**src/rtl/parking_pkg.sv**
```systemverilog
// Shared definitions for the parking controller tick scheduler: config FSM
// state encoding, default clock rate, divisor width and the standard channel
// divisors used with a 1 kHz base tick.
package parking_pkg;

    typedef enum logic [1:0] {
        ST_IDLE    = 2'd0,
        ST_PENDING = 2'd1,
        ST_APPLY   = 2'd2
    } tick_state_e;

    localparam int CLK_HZ = 40_000_000;
    localparam int DIV_W  = 16;

    // Divisors for common rates, assuming BASE_HZ = 1000.
    localparam int DIV_500HZ = 2;
    localparam int DIV_50HZ  = 20;
    localparam int DIV_4HZ   = 250;
    localparam int DIV_2HZ   = 500;
    localparam int DIV_1HZ   = 1000;

endpackage

```
**src/rtl/tick_channel.sv**
```systemverilog
// One scheduler channel: divisor/enable registers, base-tick counter and the
// registered tick pulse plus 50% level output. A write restarts the phase and
// swallows any terminal count that lands in the same cycle.
// Optional feature macro: ALIGN_EN (adds align_i, a synchronous phase clear).
module tick_channel #(
    parameter int DIV_W = 16
) (
    input  logic             clk,
    input  logic             reset,
    input  logic             base_tick_i,
    input  logic             wr_i,
    input  logic             wr_en_i,
    input  logic [DIV_W-1:0] wr_div_i,
`ifdef ALIGN_EN
    input  logic             align_i,
`endif
    output logic             tick_o,
    output logic             level_o,
    output logic             active_o
);

    logic             en_q, en_d;
    logic [DIV_W-1:0] div_q, div_d;
    logic [DIV_W-1:0] cnt_q, cnt_d;
    logic             tick_q, tick_d;
    logic             level_q, level_d;
    logic             active;

    // A divisor of zero parks the channel even when enabled.
    assign active = en_q && (div_q != '0);

    // Next state: write beats align, align beats counting, idle channels hold zero.
    always_comb begin
        en_d    = en_q;
        div_d   = div_q;
        cnt_d   = cnt_q;
        tick_d  = 1'b0;
        level_d = level_q;
        if (wr_i) begin
            en_d    = wr_en_i;
            div_d   = wr_div_i;
            cnt_d   = '0;
            level_d = 1'b0;
        end
`ifdef ALIGN_EN
        else if (align_i) begin
            cnt_d   = '0;
            level_d = 1'b0;
        end
`endif
        else if (!active) begin
            cnt_d   = '0;
            level_d = 1'b0;
        end else if (base_tick_i) begin
            // div >= 1 here, so div-1 cannot wrap.
            if (cnt_q == div_q - DIV_W'(1)) begin
                cnt_d   = '0;
                tick_d  = 1'b1;
                level_d = ~level_q;
            end else begin
                cnt_d = cnt_q + DIV_W'(1);
            end
        end
    end

    // Channel registers.
    always_ff @(posedge clk or posedge reset) begin
        if (reset) begin
            en_q    <= 1'b0;
            div_q   <= '0;
            cnt_q   <= '0;
            tick_q  <= 1'b0;
            level_q <= 1'b0;
        end else begin
            en_q    <= en_d;
            div_q   <= div_d;
            cnt_q   <= cnt_d;
            tick_q  <= tick_d;
            level_q <= level_d;
        end
    end

    assign tick_o   = tick_q;
    assign level_o  = level_q;
    assign active_o = active;

endmodule

```
**src/rtl/tick_rate_scheduler.sv**
```systemverilog
// Shared programmable tick generator. A prescaler turns clk into a base tick
// at BASE_HZ; NUM_CH tick_channel instances divide it further. Channel
// configs arrive over a valid/ready port and are committed only on a base
// tick edge so outputs never glitch.
// Handshake: a request transfers on the rising edge where cfg_valid and
// cfg_ready are both high; cfg_ready is registered and drops for the whole
// time an update is in flight, so the requester must hold cfg_valid and its
// payload until it sees cfg_ready high.
// Optional feature macro: ALIGN_EN (adds the align input, which restarts the
// prescaler and all channel phases and flushes any pending update).
module tick_rate_scheduler #(
    parameter int CLK_HZ  = parking_pkg::CLK_HZ,
    parameter int BASE_HZ = 1000,
    parameter int NUM_CH  = 4,
    parameter int DIV_W   = parking_pkg::DIV_W
) (
    input  logic              clk,
    input  logic              reset,
    input  logic              cfg_valid,
    output logic              cfg_ready,
    input  logic [2:0]        cfg_ch,
    input  logic              cfg_en,
    input  logic [DIV_W-1:0]  cfg_div,
    output logic              base_tick,
    output logic [NUM_CH-1:0] ch_tick,
    output logic [NUM_CH-1:0] ch_level,
    output logic [NUM_CH-1:0] ch_active
`ifdef ALIGN_EN
    ,
    input  logic              align
`endif
);

    import parking_pkg::*;

    localparam int PRESCALE = CLK_HZ / BASE_HZ;
    localparam int PW       = (PRESCALE < 2) ? 1 : $clog2(PRESCALE);

    if (PRESCALE < 2 || (CLK_HZ % BASE_HZ) != 0) begin : g_bad_prescale
        $error("tick_rate_scheduler: CLK_HZ/BASE_HZ must be an integer >= 2");
    end
    if (NUM_CH < 1 || NUM_CH > 8) begin : g_bad_num_ch
        $error("tick_rate_scheduler: NUM_CH must be in 1..8");
    end

    logic [PW-1:0]    presc_q, presc_d;
    logic             base_tick_q, base_tick_d;

    tick_state_e      state_q;
    logic             cfg_ready_q;
    logic [2:0]       pend_ch_q;
    logic             pend_en_q;
    logic [DIV_W-1:0] pend_div_q;
    logic             apply;

    // Prescaler next state: wrap at PRESCALE-1 and raise the base tick.
    always_comb begin
        presc_d     = presc_q + PW'(1);
        base_tick_d = 1'b0;
        if (presc_q == PW'(PRESCALE - 1)) begin
            presc_d     = '0;
            base_tick_d = 1'b1;
        end
`ifdef ALIGN_EN
        if (align) begin
            presc_d     = '0;
            base_tick_d = 1'b0;
        end
`endif
    end

    // Prescaler registers.
    always_ff @(posedge clk or posedge reset) begin
        if (reset) begin
            presc_q     <= '0;
            base_tick_q <= 1'b0;
        end else begin
            presc_q     <= presc_d;
            base_tick_q <= base_tick_d;
        end
    end

    // The pending write lands on the same edge the FSM enters APPLY, so the
    // new settings are visible (and the tick suppressed) during APPLY.
`ifdef ALIGN_EN
    assign apply = (state_q == ST_PENDING) && (base_tick_q || align);
`else
    assign apply = (state_q == ST_PENDING) && base_tick_q;
`endif

    // Config FSM with registered cfg_ready; one update in flight at most.
    always_ff @(posedge clk or posedge reset) begin
        if (reset) begin
            state_q     <= ST_IDLE;
            cfg_ready_q <= 1'b1;
            pend_ch_q   <= '0;
            pend_en_q   <= 1'b0;
            pend_div_q  <= '0;
        end else begin
            case (state_q)
                ST_IDLE: begin
                    if (cfg_valid && cfg_ready_q) begin
                        pend_ch_q   <= cfg_ch;
                        pend_en_q   <= cfg_en;
                        pend_div_q  <= cfg_div;
                        state_q     <= ST_PENDING;
                        cfg_ready_q <= 1'b0;
                    end
                end
                ST_PENDING: begin
`ifdef ALIGN_EN
                    if (align) begin
                        state_q     <= ST_IDLE;
                        cfg_ready_q <= 1'b1;
                    end else
`endif
                    if (base_tick_q) begin
                        state_q <= ST_APPLY;
                    end
                end
                ST_APPLY: begin
                    state_q     <= ST_IDLE;
                    cfg_ready_q <= 1'b1;
                end
                default: begin
                    state_q     <= ST_IDLE;
                    cfg_ready_q <= 1'b1;
                end
            endcase
        end
    end

    // Channel bank; out-of-range targets match no channel and change nothing.
    for (genvar c = 0; c < NUM_CH; c++) begin : g_ch
        tick_channel #(
            .DIV_W(DIV_W)
        ) u_ch (
            .clk        (clk),
            .reset      (reset),
            .base_tick_i(base_tick_q),
            .wr_i       (apply && (pend_ch_q == 3'(c))),
            .wr_en_i    (pend_en_q),
            .wr_div_i   (pend_div_q),
`ifdef ALIGN_EN
            .align_i    (align),
`endif
            .tick_o     (ch_tick[c]),
            .level_o    (ch_level[c]),
            .active_o   (ch_active[c])
        );
    end

    assign base_tick = base_tick_q;
    assign cfg_ready = cfg_ready_q;

endmodule

```
**config.mk**
```make
export PLATFORM = sky130hd
export DESIGN_NAME = tick_rate_scheduler
export DESIGN_NICKNAME = d
export VERILOG_FILES = /design/src/rtl/parking_pkg.sv /design/src/rtl/tick_channel.sv /design/src/rtl/tick_rate_scheduler.sv
export SDC_FILE = /design/constraint.sdc
export NUM_CORES = 1
export LEC_CHECK = 0
export CAP_MARGIN = 15
export CELL_PAD_IN_SITES_DETAIL_PLACEMENT = 0
export CELL_PAD_IN_SITES_GLOBAL_PLACEMENT = 2
export CORE_UTILIZATION = 40
export DETAILED_ROUTE_END_ITERATION = 7
export PLACE_DENSITY = 0.91
export SLEW_MARGIN = 20
export SYNTH_ARGS = -nofsm -noshare
export SYNTH_HDL_FRONTEND = slang
export SYNTH_SLANG_ARGS = --single-unit
```
**constraint.sdc**
```tcl
create_clock -name clk -period 8 [get_ports clk]
set_input_delay 1.6 -clock clk [delete_from_list [all_inputs] [get_ports clk]]
set_output_delay 1.6 -clock clk [all_outputs]
set_load 0.01 [all_outputs]
```
==> results of run 1 <==
power by group through the flow:
stage                     combinational [mW]  sequential, mW  clock (mW)
after global placement                0.0908            1.11           0
after CTS                             0.0939            1.09       0.950
final                                 0.0914            1.09       0.932
after floorplan                       0.0668            1.03           0
after detailed placement              0.0934            1.11           0
after global routing                   0.102            1.10       0.987
cell type report:
cell class	instances	area, µm²
Clock inverter	14	218
Fill cell	2416	13700
Clock buffer	18	429
Sequential cell	180	4510
Multi-Input combinational cell	777	5410
Inverter	22	87.6
Timing Repair Buffer	44	424
Tap cell	330	413
cell families after synthesis:
family,after synthesis
xor+xnor,139
mux,69
flops,180
compound gates,112
buf+inv,82
fa+ha+maj,13
simple gates,444
worst min path at each step:
stage,start,end,slack (ns)
floorplan,g_ch[3].u_ch.en_q,g_ch[3].u_ch.en_q,0.45
global placement,g_ch[3].u_ch.level_o,g_ch[3].u_ch.level_o,0.48
detailed placement,g_ch[3].u_ch.en_q,g_ch[3].u_ch.en_q,0.48
CTS,g_ch[3].u_ch.level_o,g_ch[3].u_ch.level_o,0.49
global route,g_ch[3].u_ch.level_o,g_ch[3].u_ch.level_o,0.51
finish,g_ch[3].u_ch.level_o,g_ch[3].u_ch.level_o,0.49
sequential cells by signal, indices dropped and copies added (netlist names):
signal	cells
base_tick	1
pend_div_q	16
state_q	2
g_ch.u_ch.div_q	64
pend_ch_q	3
g_ch.u_ch.tick_o	4
g_ch.u_ch.en_q	4
cfg_ready	1
pend_en_q	1
g_ch.u_ch.level_o	4
g_ch.u_ch.cnt_q	64
presc_q	16
layer usage:
layer,part of all wire (%),wire length [µm],track usage (%)
met2,49,11500,31.7
met5,0,0,0
met4,0.95,225,4.29
met1,48,11400,26.5
met3,2.5,593,3.32
critical path: cells and delay by family (launching register included):
family                 cells  cell delay, ns
AND/OR/NAND/NOR            2            1.01
buffers and inverters      3            0.82
flip-flops                 1            0.47
AO/OA/AOI/OAI              1            0.20
cell usage in the layout, fill, tap and decap left out, types with 10 or more instances in the layout:
cell / netlist / layout
dfrtp_1: 179 / 179
nand2_1: 116 / 116
nor2_1: 92 / 92
xor2_1: 79 / 79
mux2_2: 66 / 66
xnor2_1: 59 / 59
nand3_1: 36 / 36
clkdlybuf4s50_1: 0 / 36
nor3_1: 33 / 33
o21ai_0: 29 / 28
nand4_1: 26 / 26
and3_1: 23 / 23
inv_1: 22 / 21
nor4_1: 21 / 20
clkbuf_16: 0 / 17
a21oi_1: 14 / 14
nand2b_1: 13 / 13
ha_1: 13 / 13
nor2b_1: 10 / 10
==> results.txt, run 1 <==
Placed Area - 0.0108 mm²
Crit. End Element - output pin
Hold WS - 0.488 ns
Syn Area/Cell - 9.89 µm²
Pwr Total - 2.12 mW
die height - 162 µm
combinational share of power - 4.3%
root buffer cell - clkbuf_16
largest family of logic cells by synthesized area - simple AND/OR/NAND/NOR gates
Die ar. - 0.0263 mm²
reg2reg end - g_ch[3].u_ch.cnt_q[13]
sequential share of the synthesized area - 43.9%
pre-CTS setup slack - 3.89 ns
Mapped Area - 0.0103 mm²
Mapped Nets - 1075
largest net degree at the start of global routing - 102
Post-Synth XOR/XNOR Area - 12.0%
Slew HR - 36.2%
Post-Synth Simple-Gate Area - 23.1%
WP data required - 6.40 ns
worst skew pair latency - 0.44 ns
Worst setup endpoint - ch_active[1]
post-synthesis mux area share - 7.53%
predominant post-synthesis flop cell - dfrtp_1
Layout Nets - 1078
Clock transition at path regs - 0.07 ns
Slowest Stage Delay on Critical Path - 0.80 ns
number of synthesized flops with an enable pin - 0
TNS Setup - 0 ns
Max Clock Skew - 0.0144 ns
boundary pin count - 37
grt ovf - 0
via count - 7501
drt pass-1 iters - 5
Final WS setup - 3.45 ns
CTS tree - done
Antenna Cells - 0
Final Cycle Share - 56.8%
Worst Path Arrival - 2.95 ns
antenna violations before repair - 0
clock power share - 44.0%
count leader, synth - dfrtp_1
leakage power - 5.05 nW
Avg Vias per Cell - 5.42
post-synth cell types - 82
Non-Filler Instances - 1385
Sink Count - 180
placed cell count - 1353
CP Max Fanout - 23
Die Width - 162 µm
worst hold stages - 1
crit path kind - reg2out
hpwl dp - 16600 µm
flops & latches, synth - 180
vias in the first global route - 7404
sw frac - 26.5%
CP cell instances - nor4_1 > nand3b_1 > o21ai_1 > buf_4 > inv_1 > clkdlybuf4s50_1
post-route design area - 0.0115 mm²
post-layout util - 45.6%
Global Route Usage Sum - 19.3%
Synth top cells by count - dfrtp_1 (179), nand2_1 (116), nor2_1 (92)
Reg2Reg Setup Slack - 4.57 ns
first-pass GRT wire length - 39800 µm
Setup violations, final - 0
share of cells above drive strength 1 - 12.8%
ys async rst share - 100%
deepest clock path buffer count - 2
Sw Pwr - 0.562 mW
endpoints failing hold - 0
Antenna Violating Nets Remaining - 0
Compound-Gate Fraction of Synth Area - 8.27%
main area contributors after synthesis - dfrtp_1 (44%), mux2_2 (7.2%), xor2_1 (6.7%)
Peak VDD IR - 0.000127 V
# rows - 58
wire length per cell - 17.2 µm
CP startpoint - g_ch[1].u_ch.div_q[6]
Synth Instances - 1039
core area - 0.0252 mm²
fmax - 220 MHz
Residual DRC - 0
status - completed
TritonCTS Buffers - 17
top cell type's share of synthesized area - 43.6%
Pins Over Slew Limit - 0
buffers added on ports - 36
Max Cap Viol - 0
min Tclk post-route - 4.55 ns
Worst path slowest cell - nor4_1
sequential power share - 51.7%
Least-Margin Pin Slew - 0.957 ns
Area Growth Syn to Fin - 11.8%
P per Cell Area - 184 mW/mm²
Post-CTS Setup Inserts - 0
worst reg-to-reg path cell count - 9
CP Launch Type - flip-flop
H-tree levels - 4
GPL Wtd Cong - 0.834
CTS Hold Bufs - 0
Syn. warnings - 0
DRT iter0 DRCs - 473
worst hold-check path type - reg2reg
unrepaired setup endpoints after global routing - false
initial core utilization - 40.8%
leading area contributor after synthesis - dfrtp_1
reg-to-reg startpoint - g_ch[3].u_ch.div_q[0]
Post-Synth Adder-Cell Area - 1.58%
internal power - 1.55 mW
PostCTS Resize Cnt - 0
Routed WL - 23800 µm
Power figures use the tool's default switching activity.
==> run 2, diff against run 1 <==
==> constraint.sdc (replaced) <==
create_clock -name clk -period 4.6 [get_ports clk]
set_input_delay 0.92 -clock clk [delete_from_list [all_inputs] [get_ports clk]]
set_output_delay 0.92 -clock clk [all_outputs]
set_load 0.01 [all_outputs]
==> results.txt, run 2 (synthesized netlist as in run 1, its figures left out) <==
die height - 162 µm
Final Cycle Share - 85.6%
Routed WL - 23900 µm
wire length per cell - 17.2 µm
filler cell count - 2383
Multi-input gate area - 0.00541 mm²
antenna violations before repair - 0
Slew HR - 35.7%
Die ar. - 0.0263 mm²
Post-CTS Setup Inserts - 0
share of cells above drive strength 1 - 13.2%
root buffer cell - clkbuf_16
CP Launch Type - flip-flop
drt pass-1 iters - 5
Largest regs - g_ch.u_ch.cnt_q x64, g_ch.u_ch.div_q x64
commonest cells after routing, fill and taps aside - dfrtp_1 (179), nand2_1 (116), nor2_1 (92)
GPL Wtd Cong - 0.818
crit path kind - reg2out
Avg Vias per Cell - 5.40
Crit. End Element - output pin
Antenna Violating Nets Remaining - 0
worst hold-check path type - reg2reg
pre-CTS setup slack - 1.19 ns
TNS Setup - 0 ns
PostCTS Resize Cnt - 0
first-pass GRT wire length - 39700 µm
deepest clock path buffer count - 2
CTS tree - done
commonest non-fill, non-tap cell in the layout - dfrtp_1
fmax - 254 MHz
WP data required - 3.68 ns
H-tree levels - 4
worst skew pair latency - 0.45 ns
Global Route Usage Sum - 19.1%
Layout Nets - 1082
via count - 7500
Peak VDD IR - 0.000221 V
Setup violations, final - 0
status - completed
TritonCTS Buffers - 17
largest net degree at the start of global routing - 58
P per Cell Area - 316 mW/mm²
Antenna Cells - 0
leakage power - 5.09 nW
Max Clock Skew - 0.0172 ns
Clock transition at path regs - 0.07 ns
Least-Margin Pin Slew - 0.958 ns
# rows - 58
Final WS setup - 0.664 ns
Worst Path Arrival - 3.02 ns
Area Growth Syn to Fin - 12.5%
Max Cap Viol - 0
DRT iter0 DRCs - 383
register area - 0.00451 mm²
Sink Count - 180
initial core utilization - 40.8%
CP Max Fanout - 9
Die Width - 162 µm
hpwl dp - 16900 µm
Pins Over Slew Limit - 0
vias in the first global route - 7434
grt ovf - 0
CTS Hold Bufs - 0
core area - 0.0252 mm²
boundary pin count - 37
buffers added on ports - 36
endpoints failing hold - 0
unrepaired setup endpoints after global routing - false
Residual DRC - 0
min Tclk post-route - 3.94 ns
[run 2: worst max-delay path: stages, from the launching register on]
cell and delay [ns]:
dfrtp_1 0.44, nor3_1 0.80, nand2_1 0.14, o31ai_2 0.50
inv_1 0.17, clkdlybuf4s50_1 0.52
[run 2: path summary, 6_finish.rpt]
| check | startpoint | endpoint | slack, ns | depth (start not counted) |
|---|---|---|---|---|
| worst min register to register | presc_q[0] | presc_q[0] | 0.49 | 1 |
| max in group asynchronous | reset | cfg_ready | 2.86 | 4 |
| worst max-delay path | g_ch[2].u_ch.div_q[5] | ch_active[2] | 0.66 | 5 |
| min in group asynchronous | reset | g_ch[2].u_ch.level_o | 0.89 | 2 |
| worst max register to register | g_ch[2].u_ch.div_q[5] | g_ch[2].u_ch.cnt_q[8] | 1.25 | 8 |
| worst min-delay path | presc_q[0] | presc_q[0] | 0.49 | 1 |
[run 2: area by class of cell]
class	instances	area share, %
Clock buffer	17	3.68
Clock inverter	15	1.82
Inverter	22	0.747
Multi-Input combinational cell	777	46.8
Sequential cell	180	39.0
Tap cell	330	3.57
Timing Repair Buffer	48	4.40
[run 2: metal layers]
| layer | vias up | global-route usage, % | share of wire (%) |
|---|---|---|---|
| li1 | 3670 | - | - |
| met4 | 0 | 4.55 | 0.97 |
| met2 | 100 | 30.8 | 47 |
| met3 | 15 | 3.12 | 2.7 |
| met1 | 3715 | 26.8 | 49 |
| met5 | - | 0 | 0 |
[run 2: stage by stage]
step | hold slack [ns] | total power [mW] | area (µm²) | util, % | cells
after global placement | 0.477 | 2.09 | 10900 | 43.3 | 1356
after floorplan | 0.446 | 1.90 | 10300 | - | 1039
after detailed placement | 0.483 | 2.10 | 10900 | 43.3 | 1356
after global routing | 0.518 | 3.77 | 11600 | 45.9 | 1389
final | 0.487 | 3.65 | 11600 | 45.9 | 1389
after CTS | 0.493 | 3.69 | 11500 | 45.8 | 1388
[run 2: report_power, final]
group	switching [mW]	internal (mW)
logic	0.0635	0.106
clock network	0.736	0.841
registers	0.227	1.67
